$ cat src/rtl/bd_cpld_recv_mc.sv
// ---------------------------------------------------------------------------
// bd_cpld_recv_mc
//
// Receives buffer-descriptor (BD) completions from the PCIe RC stream for
// several DMA channels. It strips the completion descriptor, re-aligns the
// payload across beat boundaries, and forwards whole BD beats tagged with
// {channel, beat index}. Output tlast marks the final beat of a complete BD
// fetch, which may be split over several completion TLPs depending on the
// max payload size.
//
// Ports
//   user_clk                  : clock (only clock of the block)
//   user_reset_n              : asynchronous active-low reset
//   cpld_first_beat           : high on the first beat of each completion TLP
//   axis_rc_bd_cpld_tvalid    : input stream valid
//   axis_rc_bd_cpld_tlast     : input stream last beat of TLP
//   axis_rc_bd_cpld_tready    : input stream ready (output)
//   axis_rc_bd_cpld_tdata     : input stream data, DATA_W bits
//   cfg_max_payload_size      : 0=128B, 1=256B, 2 and above=512B
//   bd_size_beats             : BD fetch length in DATA_W beats (1..63)
//   m_from_pcie_bd_tvalid     : output stream valid
//   m_from_pcie_bd_tlast      : output stream last beat of BD fetch
//   m_from_pcie_bd_tready     : output stream ready (input)
//   m_from_pcie_bd_tdata      : re-aligned BD data, DATA_W bits
//   m_from_pcie_bd_tuser      : {channel, bd beat index}
//   cpld_err                  : one-cycle pulse on a bad completion
//   cpld_err_ch               : channel of the last bad completion
// ---------------------------------------------------------------------------
module bd_cpld_recv_mc #(
  parameter int DATA_W = 256,
  parameter int CH_NUM = 4,
  parameter int CH_W   = 2,
  parameter int HDR_W  = 96
) (
  input  logic                user_clk,
  input  logic                user_reset_n,
  input  logic                cpld_first_beat,
  input  logic                axis_rc_bd_cpld_tvalid,
  input  logic                axis_rc_bd_cpld_tlast,
  output logic                axis_rc_bd_cpld_tready,
  input  logic [DATA_W-1:0]   axis_rc_bd_cpld_tdata,
  input  logic [2:0]          cfg_max_payload_size,
  input  logic [5:0]          bd_size_beats,
  output logic                m_from_pcie_bd_tvalid,
  output logic                m_from_pcie_bd_tlast,
  input  logic                m_from_pcie_bd_tready,
  output logic [DATA_W-1:0]   m_from_pcie_bd_tdata,
  output logic [CH_W+3:0]     m_from_pcie_bd_tuser,
  output logic                cpld_err,
  output logic [CH_W-1:0]     cpld_err_ch
);

  localparam int CARRY_W = DATA_W - HDR_W;
  // log2 of the beats in a 128-byte payload: 2 for 256-bit, 1 for 512-bit.
  localparam int MPS_BASE = 7 - $clog2(DATA_W / 8);

  typedef enum logic [0:0] {
    ST_WAIT_FIRST = 1'b0,
    ST_IN_TLP     = 1'b1
  } state_t;

  state_t state_reg;
  state_t state_next;

  logic [CH_W-1:0]    ch_reg;
  logic [3:0]         idx_reg;
  logic               bad_reg;
  logic [CARRY_W-1:0] carry_reg;
  logic [5:0]         cnt_reg  [CH_NUM];
  logic [5:0]         cnt_next [CH_NUM];

  logic               m_tvalid_reg;
  logic               m_tlast_reg;
  logic [DATA_W-1:0]  m_tdata_reg;
  logic [CH_W+3:0]    m_tuser_reg;
  logic               cpld_err_reg;
  logic [CH_W-1:0]    cpld_err_ch_reg;

  // -------------------------------------------------------------------------
  // Completions per BD fetch. Payload sizes are powers of two in beats, so
  // ceil(bd/mps)-1 is simply (bd-1) >> log2(mps); this never overflows 6 bits.
  // -------------------------------------------------------------------------
  logic [1:0] mps_sel;
  logic [2:0] mps_log2;
  logic [5:0] bd_minus1;
  logic [5:0] cpld_num;

  assign mps_sel   = (cfg_max_payload_size >= 3'd2) ? 2'd2 : cfg_max_payload_size[1:0];
  assign mps_log2  = {1'b0, mps_sel} + 3'(MPS_BASE);
  assign bd_minus1 = bd_size_beats - 6'd1;
  assign cpld_num  = bd_minus1 >> mps_log2;

  // -------------------------------------------------------------------------
  // Input handshake and per-beat decode
  // -------------------------------------------------------------------------
  logic            in_xfer;
  logic            first_xfer;
  logic [CH_W-1:0] hdr_ch;
  logic            hdr_bad;
  logic [CH_W-1:0] cur_ch;
  logic            beat_live;
  logic            count_xfer;
  logic            data_xfer;
  logic            cnt_hit;

  assign axis_rc_bd_cpld_tready = ~m_tvalid_reg | m_from_pcie_bd_tready;
  assign in_xfer    = axis_rc_bd_cpld_tvalid & axis_rc_bd_cpld_tready;
  assign first_xfer = in_xfer & cpld_first_beat;

  assign hdr_ch  = axis_rc_bd_cpld_tdata[64 +: CH_W];
  assign hdr_bad = (axis_rc_bd_cpld_tdata[45:43] != 3'd0) | axis_rc_bd_cpld_tdata[46];

  // A header-only TLP must be counted against the channel in its own header,
  // so the channel comes straight from the beat on first beats.
  assign cur_ch = cpld_first_beat ? hdr_ch : ch_reg;

  // Beats arriving before any first beat (e.g. the tail of a TLP cut by
  // reset) belong to no known completion and are silently dropped.
  assign beat_live  = cpld_first_beat | (state_reg == ST_IN_TLP);
  assign count_xfer = in_xfer & axis_rc_bd_cpld_tlast & beat_live;
  assign data_xfer  = in_xfer & ~cpld_first_beat & (state_reg == ST_IN_TLP) & ~bad_reg;
  assign cnt_hit    = (cnt_reg[cur_ch] == cpld_num);

  // -------------------------------------------------------------------------
  // Per-channel completion counters
  // -------------------------------------------------------------------------
  generate
    for (genvar gi = 0; gi < CH_NUM; gi++) begin : g_cnt
      logic sel;
      assign sel = count_xfer & (cur_ch == CH_W'(gi));
      assign cnt_next[gi] = !sel                    ? cnt_reg[gi] :
                            (cnt_reg[gi] == cpld_num) ? 6'd0      :
                                                        cnt_reg[gi] + 6'd1;
    end
  endgenerate

  always_ff @(posedge user_clk or negedge user_reset_n) begin
    if (!user_reset_n) begin
      for (int i = 0; i < CH_NUM; i++) begin
        cnt_reg[i] <= 6'd0;
      end
    end else begin
      for (int i = 0; i < CH_NUM; i++) begin
        cnt_reg[i] <= cnt_next[i];
      end
    end
  end

  // -------------------------------------------------------------------------
  // TLP tracking FSM
  // -------------------------------------------------------------------------
  always_ff @(posedge user_clk or negedge user_reset_n) begin
    if (!user_reset_n) begin
      state_reg <= ST_WAIT_FIRST;
    end else begin
      state_reg <= state_next;
    end
  end

  always_comb begin
    state_next = state_reg;
    if (first_xfer) begin
      // A first beat always (re)starts a TLP, even mid-TLP.
      state_next = axis_rc_bd_cpld_tlast ? ST_WAIT_FIRST : ST_IN_TLP;
    end else if (in_xfer && axis_rc_bd_cpld_tlast) begin
      state_next = ST_WAIT_FIRST;
    end
  end

  // -------------------------------------------------------------------------
  // Header latch, carry register and error reporting
  // -------------------------------------------------------------------------
  always_ff @(posedge user_clk or negedge user_reset_n) begin
    if (!user_reset_n) begin
      ch_reg          <= '0;
      idx_reg         <= 4'd0;
      bad_reg         <= 1'b0;
      carry_reg       <= '0;
      cpld_err_reg    <= 1'b0;
      cpld_err_ch_reg <= '0;
    end else begin
      cpld_err_reg <= first_xfer & hdr_bad;
      if (in_xfer) begin
        carry_reg <= axis_rc_bd_cpld_tdata[DATA_W-1:HDR_W];
      end
      if (first_xfer) begin
        ch_reg  <= hdr_ch;
        idx_reg <= axis_rc_bd_cpld_tdata[8:5];
        bad_reg <= hdr_bad;
        if (hdr_bad) begin
          cpld_err_ch_reg <= hdr_ch;
        end
      end else if (data_xfer) begin
        idx_reg <= idx_reg + 4'd1;
      end
    end
  end

  // -------------------------------------------------------------------------
  // Output register stage. Data/user/last only change on a load, and a load
  // can only happen when the stage is empty or being drained this cycle, so
  // the payload holds while stalled.
  // -------------------------------------------------------------------------
  always_ff @(posedge user_clk or negedge user_reset_n) begin
    if (!user_reset_n) begin
      m_tvalid_reg <= 1'b0;
      m_tlast_reg  <= 1'b0;
      m_tdata_reg  <= '0;
      m_tuser_reg  <= '0;
    end else if (data_xfer) begin
      m_tvalid_reg <= 1'b1;
      // Previous beat's payload tail sits below this beat's low HDR_W bits.
      m_tdata_reg  <= {axis_rc_bd_cpld_tdata[HDR_W-1:0], carry_reg};
      m_tuser_reg  <= {ch_reg, idx_reg};
      m_tlast_reg  <= axis_rc_bd_cpld_tlast & cnt_hit;
    end else if (m_from_pcie_bd_tready) begin
      m_tvalid_reg <= 1'b0;
    end
  end

  assign m_from_pcie_bd_tvalid = m_tvalid_reg;
  assign m_from_pcie_bd_tlast  = m_tlast_reg;
  assign m_from_pcie_bd_tdata  = m_tdata_reg;
  assign m_from_pcie_bd_tuser  = m_tuser_reg;
  assign cpld_err              = cpld_err_reg;
  assign cpld_err_ch           = cpld_err_ch_reg;

endmodule
$ cat config.mk
export PLATFORM = sky130hd
export DESIGN_NAME = bd_cpld_recv_mc
export DESIGN_NICKNAME = d
export VERILOG_FILES = /design/src/rtl/bd_cpld_recv_mc.sv
export SDC_FILE = /design/constraint.sdc
export NUM_CORES = 1
export LEC_CHECK = 0
export ABC_AREA = 1
export ABC_CLOCK_PERIOD_IN_PS = 1760
export CAP_MARGIN = 20
export CORE_AREA = 2 2 211 213
export CTS_CLUSTER_SIZE = 14
export DETAILED_ROUTE_END_ITERATION = 16
export DIE_AREA = 0 0 213 215
export GPL_ROUTABILITY_DRIVEN = 0
export PLACE_DENSITY = 0.7
export SYNTH_ARGS = -nofsm -noshare
export SYNTH_HDL_FRONTEND = slang
export SYNTH_SLANG_ARGS = --single-unit
$ cat constraint.sdc
create_clock -name user_clk -period 1.76 [get_ports user_clk]
set_input_delay 0.264 -clock user_clk [delete_from_list [all_inputs] [get_ports user_clk]]
set_output_delay 0.264 -clock user_clk [all_outputs]
set_load 0.03 [all_outputs]
==> flow_summary.json <==
{
  "drtIter0Drc": 864,
  "power_density_nw_per_um2": 1460,
  "die-height_um": 215,
  "crit_buf_inv": 1,
  "synth_area_leaders": "dfrtp_1 (63%), nand2_1 (18%), mux2_2 (9.3%), inv_1 (1.5%), buf_2 (1.3%)",
  "pwr-share-seq_pct": 39.2,
  "avgSynthCellArea_um2": 9.96,
  "ys.flop_type": "dfrtp_1",
  "async_reset_ff_share_pct": 100,
  "largest_reg_flops": 256,
  "dr.pass1.iters": 5,
  "crit_type": "reg -> out",
  "clock_latency_ns": 0.58,
  "fin_skew_ns": 0.0150,
  "cpPeakStageDelay_ns": 0.51,
  "utilization_pct": 60.6,
  "grt_max_degree": 76,
  "finalNetCount": 2718,
  "power_frac_comb_pct": 34.6,
  "yosysUniqueCellTypes": 35,
  "port_buffers": 538,
  "p_int_mw": 24.1,
  "yosys.area.top_type": "dfrtp_1",
  "post-synth-top-count-cell": "nand2_1",
  "vias": 14400,
  "worstMarginPinSlew_ns": 0.462,
  "finalCritPeriodShare_pct": 96.0,
  "ys_seq_area_share_pct": 62.7,
  "place_inst": 2982,
  "slew_headroom_pct": 69.3,
  "synth_top_area_share_pct": 62.7,
  "antenna_found_initial": 5,
  "ant_nets": 0,
  "overflow": 0,
  "required_ns": 1.50,
  "netlist_area_um2": 18300,
  "final.min_clock_period_ns": 1.69,
  "fin_cells": 3075,
  "postSynthCellCount": 1838,
  "crit_chain": "dlygate4sd2_1",
  "drc": 0,
  "crit_arrival_ns": 1.43,
  "clockBufferDepth": 3,
  "crit_family": "buffers and inverters",
  "timing.fmax_ghz": 0.592,
  "die_area_um2": 45800,
  "cts_tree": "done",
  "hold_class": "in -> async",
  "leakage_nw": 13.7,
  "dp_hpwl_mm": 37.7,
  "post_drt_wl_per_cell_um": 16.8,
  "cpMaxStageDelayCell": "dlygate4sd2_1",
  "grt_use_total_pct": 22.5,
  "synth-edff-count": 0,
  "core_um2": 43600,
  "ys_warn_count": 0,
  "p_sw_mw": 14.7,
  "numCtsBuffers": 49,
  "synthToLayoutAreaGrowth_pct": 44.5,
  "grt_pass1_vias": 14900,
  "r2r_start": "m_from_pcie_bd_tvalid$_DFFE_PN0P_",
  "syn_nets": 2114,
  "ir_drop_mv": 0.956,
  "clockPowerShare_pct": 26.2,
  "drive_above_1_share_pct": 14.5,
  "hold_violations": 0,
  "synth-seq-cells": 459,
  "cts_root_buf": "clkbuf_16",
  "status": "completed",
  "worstSetupStartpoint": "m_from_pcie_bd_tdata[4]$_DFFE_PN0P_",
  "via_per_inst": 4.69,
  "grt_pass1_wl_mm": 81.2,
  "start_kind": "flip-flop",
  "rows": 77,
  "start_util_pct": 41.9,
  "path_max_fanout": 2,
  "cts_sinks": 459,
  "netlist_top_cells_count": "nand2_1 (875), dfrtp_1 (459), mux2_2 (152)",
  "endpoint_kind": "primary output",
  "ios": 539,
  "h-tree-depth": 2,
  "drv_cap": 0,
  "tns_ns": 0,
  "p_sw_share_pct": 37.9,
  "setup_viol": 0,
  "fillers": 3707,
  "path_clk_slew_ns": 0.06,
  "fp.dieW_um": 213,
  "drt-total-wl_mm": 51.5,
  "maxSlewViolCount": 0
}
[worst register-to-register path, delay by kind of cell, from the launching register on]
family / cells / cell delay, ns
flip-flops: 1 / 0.42
buffers and inverters: 2 / 0.13
XOR/XNOR: 1 / 0.19
AO/OA/AOI/OAI: 1 / 0.14
AND/OR/NAND/NOR: 6 / 0.65
[power by group through the flow]
stage / logic, mW / clock network (mW) / registers (mW)
2_1_floorplan: 3.17 / 0 / 20.0
3_3_place_gp: 15.0 / 0 / 15.3
3_5_place_dp: 15.2 / 0 / 15.4
4_1_cts: 13.6 / 10.5 / 15.2
5_1_grt: 14.4 / 10.9 / 15.6
6_report: 13.4 / 10.2 / 15.2
[stage by stage]
| step | setup slack [ns] | hold slack, ns | area, um2 | power, mW |
|---|---|---|---|---|
| floorplan | 0.0318 | -0.0316 | 18300 | 23.1 |
| global placement | -0.400 | 0.163 | 25100 | 30.3 |
| global route | -0.0269 | 0.157 | 26500 | 40.9 |
| detailed placement | -0.454 | 0.161 | 25100 | 30.6 |
| finish | 0.0703 | 0.161 | 26500 | 38.7 |
| CTS | 0.00790 | 0.124 | 26400 | 39.2 |
[layer usage]
metal | wire length, um | GRT usage [%] | part of all wire [%]
met3 | 4450 | 7.41 | 8.6
met4 | 1680 | 8.16 | 3.3
met2 | 25300 | 38.1 | 49
met5 | 13 | 0 | 0.025
met1 | 20100 | 26.7 | 39
[repair_timing]
action | CTS | global route
gates resized for setup | 266 | 8
gates cloned | 0 | 0
hold endpoints to repair | 347 | 0
buffers inserted | 0 | 0
pin swaps | 0 | 1
setup endpoints to repair | 266 | 10
hold buffers | 1 | 0
[cell type report]
class | instances | area [um2] | share of cell area, %
Clock inverter | 15 | 154 | 0.582
Timing Repair Buffer | 629 | 6080 | 23.0
Inverter | 83 | 319 | 1.21
Clock buffer | 73 | 1450 | 5.47
Sequential cell | 459 | 11500 | 43.4
Multi-Input combinational cell | 1220 | 6220 | 23.5
Antenna cell | 4 | 10.0 | 0.0378
Tap cell | 592 | 741 | 2.80
[final timing paths]
path                       slack [ns]  cells after the start                                     to
setup / recovery                 0.07                      1                m_from_pcie_bd_tdata[4]
hold / removal                   0.16                      2               carry_reg[9]$_DFFE_PN0P_
setup reg to reg                 0.13                     10                cnt_reg[22]$_DFFE_PN0P_
hold reg to reg                  0.46                      2   m_from_pcie_bd_tdata[17]$_DFFE_PN0P_
max in group asynchronous        0.83                      4   m_from_pcie_bd_tdata[63]$_DFFE_PN0P_
min in group user_clk            0.23                      3  m_from_pcie_bd_tdata[173]$_DFFE_PN0P_
[placed cells by master, fill, tap and decap left out, types with 6 or more instances in the layout]
cell type,instances
dfrtp_1,458
buf_4,65
clkbuf_8,13
nor2_2,6
clkbuf_16,49
nor2_4,7
nand3_1,36
clkdlybuf4s50_1,269
a21oi_1,10
nor2_1,38
xor2_1,14
inv_1,72
buf_12,27
clkbuf_1,11
mux2_2,152
inv_2,6
nand2_1,874
clkinv_2,9
nand4_1,12
o21ai_0,28
dlygate4sd2_1,266
[kinds of logic (layout without fill, tap and decap cells)]
family | after synthesis | in the layout | share of synthesized area, %
adder cells (fa/ha/maj) | 5 | 5 | 0.342
other | 0 | 4 | 0
AND/OR/NAND/NOR | 996 | 996 | 21.6
AO/OA/AOI/OAI | 49 | 49 | 1.49
flip-flops | 459 | 459 | 62.7
buffers and inverters | 159 | 800 | 3.58
XOR/XNOR | 18 | 18 | 0.861
multiplexers | 152 | 152 | 9.35
No activity file was read; power rests on OpenSTA's default activity.
